## config.mk

```make
export PLATFORM = sky130hd
export DESIGN_NAME = mem_port_arbiter_flat
export DESIGN_NICKNAME = d
export VERILOG_FILES = /design/src/rtl/mem_port_arbiter_if.sv /design/src/rtl/mem_port_arbiter.sv /design/src/flat_wrapper.sv
export SDC_FILE = /design/constraint.sdc
export NUM_CORES = 1
export LEC_CHECK = 0
export CAP_MARGIN = 20
export CELL_PAD_IN_SITES_DETAIL_PLACEMENT = 2
export CELL_PAD_IN_SITES_GLOBAL_PLACEMENT = 2
export CORE_AREA = 2 2 156 158
export DETAILED_ROUTE_END_ITERATION = 8
export DIE_AREA = 0 0 158 160
export PLACE_DENSITY_LB_ADDON = 0.1
export SYNTH_ARGS = -nofsm -noshare
export SYNTH_HDL_FRONTEND = slang
export SYNTH_SLANG_ARGS = --single-unit
```

## constraint.sdc

```tcl
create_clock -name clk -period 6 [get_ports clk]
set_clock_uncertainty 0.15 [all_clocks]
set_input_delay 0.6 -clock clk [delete_from_list [all_inputs] [get_ports clk]]
set_output_delay 0.6 -clock clk [all_outputs]
set_load 0.1 [all_outputs]
```

## src/rtl/mem_port_arbiter_if.sv

```systemverilog
// -----------------------------------------------------------------------------
// mem_port_arbiter_if
//   Bundles every handshake and bus signal around the memory port arbiter:
//   the instruction-fetch request port (if_*), the load/store data port (d_*),
//   the single-ported memory macro port (mem_*), and the busy status flag.
//
//   Modports
//     slave  : the arbiter's view. It receives requests and memory read data,
//              and it drives grants, responses, memory strobes and busy.
//     master : the surrounding system's view. This is the fetch unit, the
//              load/store unit and the memory macro taken together.
//
//   Signals
//     if_req / if_addr                    fetch request and byte address
//     if_gnt / if_rvalid / if_rdata       fetch accept pulse, response pulse, word
//     d_req / d_we / d_addr / d_wdata     data request, store flag, address, data
//     d_gnt / d_rvalid / d_rdata          data accept pulse, response pulse, load data
//     mem_en / mem_we / mem_addr          memory strobe, write enable, address
//     mem_wdata / mem_rdata               memory write data, read data
//     busy                                arbiter has a transaction in flight
// -----------------------------------------------------------------------------
interface mem_port_arbiter_if;
  logic        if_req;
  logic [31:0] if_addr;
  logic        if_gnt;
  logic        if_rvalid;
  logic [31:0] if_rdata;

  logic        d_req;
  logic        d_we;
  logic [31:0] d_addr;
  logic [31:0] d_wdata;
  logic        d_gnt;
  logic        d_rvalid;
  logic [31:0] d_rdata;

  logic        mem_en;
  logic        mem_we;
  logic [31:0] mem_addr;
  logic [31:0] mem_wdata;
  logic [31:0] mem_rdata;

  logic        busy;

  modport slave (
    input  if_req, if_addr,
    output if_gnt, if_rvalid, if_rdata,
    input  d_req, d_we, d_addr, d_wdata,
    output d_gnt, d_rvalid, d_rdata,
    output mem_en, mem_we, mem_addr, mem_wdata,
    input  mem_rdata,
    output busy
  );

  modport master (
    output if_req, if_addr,
    input  if_gnt, if_rvalid, if_rdata,
    output d_req, d_we, d_addr, d_wdata,
    input  d_gnt, d_rvalid, d_rdata,
    input  mem_en, mem_we, mem_addr, mem_wdata,
    output mem_rdata,
    input  busy
  );
endinterface

```

## src/rtl/mem_port_arbiter.sv

```systemverilog
// -----------------------------------------------------------------------------
// mem_port_arbiter
//   Shares one single-ported 32-bit memory between instruction fetch (IF) and
//   the load/store data port (D). Only one transaction is outstanding at a time.
//   D wins contested arbitration. A streak counter counts consecutive contested
//   D grants, and once it reaches MAX_STREAK the next contested grant goes to IF
//   so that fetch cannot starve.
//
//   Transaction flow: IDLE (grant) -> ISSUE (mem_en) -> WAIT (latency) -> RESP.
//   If the grant is in cycle T, mem_en is high in T+1 and rvalid is high in
//   T+2+MEM_LATENCY. The earliest next grant is in T+3+MEM_LATENCY.
//
//   Parameters
//     MEM_LATENCY  cycles from the mem_en cycle to valid mem_rdata (1..15)
//     MAX_STREAK   contested D grants before IF is forced (1..15)
//
//   Ports
//     clk  rising-edge clock
//     rst  asynchronous active-high reset. It returns the arbiter to IDLE,
//          clears every output and abandons any in-flight transaction.
//     bus  mem_port_arbiter_if.slave, which carries all request, response
//          and memory signals.
// -----------------------------------------------------------------------------
module mem_port_arbiter #(
  parameter int MEM_LATENCY = 1,
  parameter int MAX_STREAK  = 4
) (
  input  logic                  clk,
  input  logic                  rst,
  mem_port_arbiter_if.slave     bus
);

  typedef enum logic [1:0] {
    IDLE  = 2'd0,
    ISSUE = 2'd1,
    WAIT  = 2'd2,
    RESP  = 2'd3
  } state_t;

  localparam logic [3:0] LAT_LOAD   = 4'(MEM_LATENCY - 1);
  localparam logic [3:0] STREAK_MAX = 4'(MAX_STREAK);

  state_t      state_q, state_d;
  logic        owner_d_q;      // 1: the transaction belongs to D, 0: it belongs to IF
  logic        we_q;
  logic [31:0] addr_q;
  logic [31:0] wdata_q;
  logic [3:0]  lat_cnt_q;
  logic [3:0]  streak_q;
  logic [31:0] if_rdata_q;
  logic [31:0] d_rdata_q;

  logic        gnt_if;
  logic        gnt_d;
  logic        force_if;
  logic        resp_take;

  // Streak increment that saturates at the starvation threshold.
  function automatic logic [3:0] streak_sat_inc(input logic [3:0] s);
    if (s >= STREAK_MAX) begin
      return STREAK_MAX;
    end
    return s + 4'd1;
  endfunction

  // Stores return zero on the data port. Loads and fetches return the memory word.
  function automatic logic [31:0] resp_data(input logic is_store,
                                            input logic [31:0] rdata);
    return is_store ? 32'h0 : rdata;
  endfunction

  assign force_if  = bus.if_req && (streak_q == STREAK_MAX);
  assign resp_take = (state_q == WAIT) && (lat_cnt_q == 4'd0);

  // Next-state and grant logic. Grants exist only in IDLE. They are masked
  // while rst is high, so that no grant is visible during reset even though
  // the state already reads IDLE.
  always_comb begin
    state_d = state_q;
    gnt_if  = 1'b0;
    gnt_d   = 1'b0;
    case (state_q)
      IDLE: begin
        if (!rst) begin
          if (bus.d_req && !force_if) begin
            gnt_d = 1'b1;
          end else if (bus.if_req) begin
            gnt_if = 1'b1;
          end
          if (gnt_d || gnt_if) begin
            state_d = ISSUE;
          end
        end
      end
      ISSUE: state_d = WAIT;
      WAIT: begin
        if (lat_cnt_q == 4'd0) begin
          state_d = RESP;
        end
      end
      RESP:    state_d = IDLE;
      default: state_d = IDLE;
    endcase
  end

  // Stage boundary: the grant decision is latched into the transaction
  // registers, and the state, latency counter and starvation streak advance.
  always_ff @(posedge clk or posedge rst) begin
    if (rst) begin
      state_q   <= IDLE;
      owner_d_q <= 1'b0;
      we_q      <= 1'b0;
      addr_q    <= 32'h0;
      wdata_q   <= 32'h0;
      lat_cnt_q <= 4'd0;
      streak_q  <= 4'd0;
    end else begin
      state_q <= state_d;

      if (gnt_d) begin
        owner_d_q <= 1'b1;
        we_q      <= bus.d_we;
        addr_q    <= bus.d_addr;
        wdata_q   <= bus.d_wdata;
        if (bus.if_req) begin
          streak_q <= streak_sat_inc(streak_q);
        end
      end else if (gnt_if) begin
        owner_d_q <= 1'b0;
        we_q      <= 1'b0;
        addr_q    <= bus.if_addr;
        streak_q  <= 4'd0;
      end

      // The counter is loaded during ISSUE, so WAIT lasts MEM_LATENCY cycles
      // and its last cycle coincides with valid mem_rdata.
      if (state_q == ISSUE) begin
        lat_cnt_q <= LAT_LOAD;
      end else if ((state_q == WAIT) && (lat_cnt_q != 4'd0)) begin
        lat_cnt_q <= lat_cnt_q - 4'd1;
      end
    end
  end

  // Stage boundary: the memory response is captured into the owner's data
  // register at the end of WAIT, so the new value appears together with rvalid
  // in RESP. The other port's register keeps its last value.
  always_ff @(posedge clk or posedge rst) begin
    if (rst) begin
      if_rdata_q <= 32'h0;
      d_rdata_q  <= 32'h0;
    end else if (resp_take) begin
      if (owner_d_q) begin
        d_rdata_q <= resp_data(we_q, bus.mem_rdata);
      end else begin
        if_rdata_q <= bus.mem_rdata;
      end
    end
  end

  assign bus.if_gnt    = gnt_if;
  assign bus.d_gnt     = gnt_d;
  assign bus.if_rvalid = (state_q == RESP) && !owner_d_q;
  assign bus.d_rvalid  = (state_q == RESP) &&  owner_d_q;
  assign bus.if_rdata  = if_rdata_q;
  assign bus.d_rdata   = d_rdata_q;
  assign bus.mem_en    = (state_q == ISSUE);
  assign bus.mem_we    = (state_q == ISSUE) && we_q;
  assign bus.mem_addr  = addr_q;
  assign bus.mem_wdata = wdata_q;
  assign bus.busy      = (state_q != IDLE);

endmodule
```

## src/flat_wrapper.sv

```systemverilog
// flat-port wrapper written by rule: the top's interface ports become plain ports
module mem_port_arbiter_flat 
#(
  parameter int MEM_LATENCY = 1,
  parameter int MAX_STREAK  = 4
)
  (clk, rst, bus_if_req, bus_if_addr, bus_if_gnt, bus_if_rvalid, bus_if_rdata, bus_d_req, bus_d_we, bus_d_addr, bus_d_wdata, bus_d_gnt, bus_d_rvalid, bus_d_rdata, bus_mem_en, bus_mem_we, bus_mem_addr, bus_mem_wdata, bus_mem_rdata, bus_busy);
  mem_port_arbiter_if bus_i ();
  input  logic clk;
  input  logic rst;
  input wire logic [$bits(bus_i.if_req)-1:0] bus_if_req;
  input wire logic [$bits(bus_i.if_addr)-1:0] bus_if_addr;
  output wire logic [$bits(bus_i.if_gnt)-1:0] bus_if_gnt;
  output wire logic [$bits(bus_i.if_rvalid)-1:0] bus_if_rvalid;
  output wire logic [$bits(bus_i.if_rdata)-1:0] bus_if_rdata;
  input wire logic [$bits(bus_i.d_req)-1:0] bus_d_req;
  input wire logic [$bits(bus_i.d_we)-1:0] bus_d_we;
  input wire logic [$bits(bus_i.d_addr)-1:0] bus_d_addr;
  input wire logic [$bits(bus_i.d_wdata)-1:0] bus_d_wdata;
  output wire logic [$bits(bus_i.d_gnt)-1:0] bus_d_gnt;
  output wire logic [$bits(bus_i.d_rvalid)-1:0] bus_d_rvalid;
  output wire logic [$bits(bus_i.d_rdata)-1:0] bus_d_rdata;
  output wire logic [$bits(bus_i.mem_en)-1:0] bus_mem_en;
  output wire logic [$bits(bus_i.mem_we)-1:0] bus_mem_we;
  output wire logic [$bits(bus_i.mem_addr)-1:0] bus_mem_addr;
  output wire logic [$bits(bus_i.mem_wdata)-1:0] bus_mem_wdata;
  input wire logic [$bits(bus_i.mem_rdata)-1:0] bus_mem_rdata;
  output wire logic [$bits(bus_i.busy)-1:0] bus_busy;
  assign bus_i.if_req = bus_if_req;
  assign bus_i.if_addr = bus_if_addr;
  assign bus_if_gnt = bus_i.if_gnt;
  assign bus_if_rvalid = bus_i.if_rvalid;
  assign bus_if_rdata = bus_i.if_rdata;
  assign bus_i.d_req = bus_d_req;
  assign bus_i.d_we = bus_d_we;
  assign bus_i.d_addr = bus_d_addr;
  assign bus_i.d_wdata = bus_d_wdata;
  assign bus_d_gnt = bus_i.d_gnt;
  assign bus_d_rvalid = bus_i.d_rvalid;
  assign bus_d_rdata = bus_i.d_rdata;
  assign bus_mem_en = bus_i.mem_en;
  assign bus_mem_we = bus_i.mem_we;
  assign bus_mem_addr = bus_i.mem_addr;
  assign bus_mem_wdata = bus_i.mem_wdata;
  assign bus_i.mem_rdata = bus_mem_rdata;
  assign bus_busy = bus_i.busy;
  mem_port_arbiter #(.MEM_LATENCY(MEM_LATENCY), .MAX_STREAK(MAX_STREAK)) u_core (.clk(clk), .rst(rst), .bus(bus_i));
endmodule
```

==> impl_metrics.json <==
{
  "status": "completed",
  "ys_ff_latch": 140,
  "drt-total-wl_mm": 20.77,
  "drive_gt1_share_pct": 18.73,
  "max_cap_viol_count": 0,
  "finalSetupTns_ps": 0,
  "cts_sinks": 140,
  "stdcell_area_um2": 9744,
  "grt_setup_unrepaired": "false",
  "synth_area_um2": 6067,
  "synth_top_family_by_area": "multiplexers",
  "synthDominantCellAreaShare_pct": 57.74,
  "clock-root-buffer": "clkbuf_16",
  "finalSetupViolations": 0,
  "globalplace.congestion": 0.7466,
  "ys_async_sr_fraction_pct": 100.0,
  "yosysSeqAreaShare_pct": 57.74,
  "start_util_pct": 25.47,
  "endpoint": "bus_d_gnt",
  "stdcell_count": 1098,
  "hp-class": "reg2reg",
  "reg2regPathDepth": 5,
  "port_buffers": 267,
  "yosys.cell_types.count": 32,
  "synth_largest_area_cell": "dfrtp_1",
  "io_pins": 268,
  "drc": 0,
  "critPathRequiredTime_ps": 5250,
  "dp.cells": 1066,
  "drt_first_iter_violations": 144,
  "slew_violations": 0,
  "rows": 57,
  "cts_buffer_depth": 2,
  "critPathLaunchType": "flop",
  "synth_edf_count": 0,
  "dr.pass1.iters": 4,
  "r2r-end": "u_core.bus.d_rdata[27]",
  "synth_compound_area_share_pct": 8.868,
  "ys.flop_type": "dfrtp_1",
  "end_kind": "output pin",
  "grt_max_degree": 102,
  "wire_per_inst_um": 18.92,
  "worst_pin_slew_ps": 1086,
  "synth-simple-area-share_pct": 10.35,
  "grt_pass1_wl_mm": 32.64,
  "post_cts_buffers": 0,
  "die_y_um": 160,
  "synth.area.mux_share_pct": 18.00,
  "coreArea_um2": 23820,
  "hold_violations": 0,
  "detail-route-antenna-nets": 0,
  "ctsHoldBuffers": 0,
  "clk_latency_ps": 410,
  "crit_fanout": 35,
  "grt_pass1_vias": 5745,
  "yosys_warnings": 0,
  "yosys-top-cells-area": "dfrtp_1, mux2_2, o221ai_1",
  "antenna_cells": 0,
  "htreeDepth": 4,
  "syn2layout_area_growth_pct": 60.61,
  "regToRegStartpoint": "u_core.lat_cnt_q[0]",
  "die_area_um2": 25280,
  "startpoint": "u_core.state_q[0]",
  "syn_inst": 497,
  "antenna_found_initial": 0,
  "synth_most_common_cell": "dfrtp_1",
  "hp-start": "u_core.bus.if_rdata[24]",
  "fin_crit_sh_pct": 63.56,
  "layout.nets": 902,
  "ys_top_cells_by_count": "dfrtp_1, mux2_2, nand2_1",
  "synthAdderAreaFrac_pct": 1.650,
  "cts_buffers": 17,
  "rrSetupSlack_ps": 3380,
  "grt_usage_pct": 16.78,
  "syn_area_per_cell_um2": 12.21,
  "cts_resized": 0,
  "placed_area_um2": 9121,
  "cts_tree": "done",
  "maxSlewHeadroom_pct": 27.36,
  "clk_pin_slew_ps": 70,
  "synth_xor_area_share_pct": 0.1444,
  "grt_overflow": 0,
  "syn-num-nets": 638,
  "crit_type": "reg2out",
  "clock.fmax_mhz": 262.2,
  "route.vias.total": 4995,
  "cp.arrival_ps": 3060,
  "die_x_um": 158,
  "hpwl_mm": 14.82,
  "min_period_ps": 3814,
  "via_per_inst": 4.549
}
cells in the final DEF, fill, tap and decap left out, types with 2 or more instances in the layout:
| master | count |
|---|---|
| or4_1 | 2 |
| nand2_1 | 70 |
| nand3_2 | 2 |
| o221ai_1 | 32 |
| mux2_2 | 95 |
| bufinv_16 | 3 |
| inv_8 | 2 |
| or3_1 | 2 |
| dfrtp_1 | 140 |
| ha_1 | 8 |
| o21ai_0 | 39 |
| nor2_1 | 5 |
| and2_1 | 4 |
| clkdlybuf4s50_1 | 267 |
| a21oi_1 | 3 |
| buf_4 | 7 |
| mux2_1 | 2 |
| inv_6 | 5 |
| nor2b_1 | 33 |
| inv_1 | 12 |
| clkinvlp_4 | 3 |
| clkbuf_16 | 17 |
per-layer routing:
layer  track usage (%)  wire (µm)
met5                 0          0
met4             4.054        166
met3             7.028       1809
met2             28.95      10590
met1             19.18       8200
metrics by stage:
step | setup slack [ps] | hold slack, ps | util [%]
finish | 2186 | 342.2 | 40.91
global route | 1960 | 370.8 | 40.91
CTS | 2126 | 347.1 | 40.91
detailed placement | 2218 | 331.3 | 38.29
global placement | 2248 | 323.0 | 38.11
floorplan | 1497 | 325.3 | -
flip-flops by register name, summed over array words and instances, names as in the netlist:
signal and count:
u_core.bus.d_rdata 32, u_core.lat_cnt_q 4, u_core.state_q 2, u_core.bus.if_rdata 32, u_core.streak_q 4, u_core.bus.mem_addr 32
u_core.we_q 1, u_core.owner_d_q 1, u_core.bus.mem_wdata 32
worst max-delay path, stage by stage (launching register included):
cell and delay [ps]:
dfrtp_1 420, inv_1 130, ha_1 290, nor2b_4 200, nand3_2 80, buf_4 270
inv_1 100, clkdlybuf4s50_1 1130
cells by family (layout without fill, tap and decap cells):
group           count (synthesis)  in the layout
simple gates                  127            127
flops                         140            140
compound gates                 80             80
xor+xnor                        1              1
mux                            97             97
buf+inv                        44            321
fa+ha+maj                       8              8
area by class of cell:
type                    count  area [µm²]
multi-input cells         313        2391
well taps                 324       405.4
fillers                  2472       14080
clock buffers              18       439.2
flip-flops and latches    140        3503
clock inverters            14       183.9
repair buffers            276        2768
inverters                  13       53.80
worst min-delay path by stage:
stage          cells after the start                 endpoint
2_1_floorplan                      2       u_core.streak_q[1]
3_3_place_gp                       1  u_core.bus.if_rdata[24]
3_5_place_dp                       1  u_core.bus.if_rdata[24]
4_1_cts                            1  u_core.bus.if_rdata[24]
5_1_grt                            1  u_core.bus.if_rdata[23]
6_report                           1  u_core.bus.if_rdata[24]
Power is not shown: default switching activity piles up to over one toggle a cycle in this logic, so the estimate is an artifact.
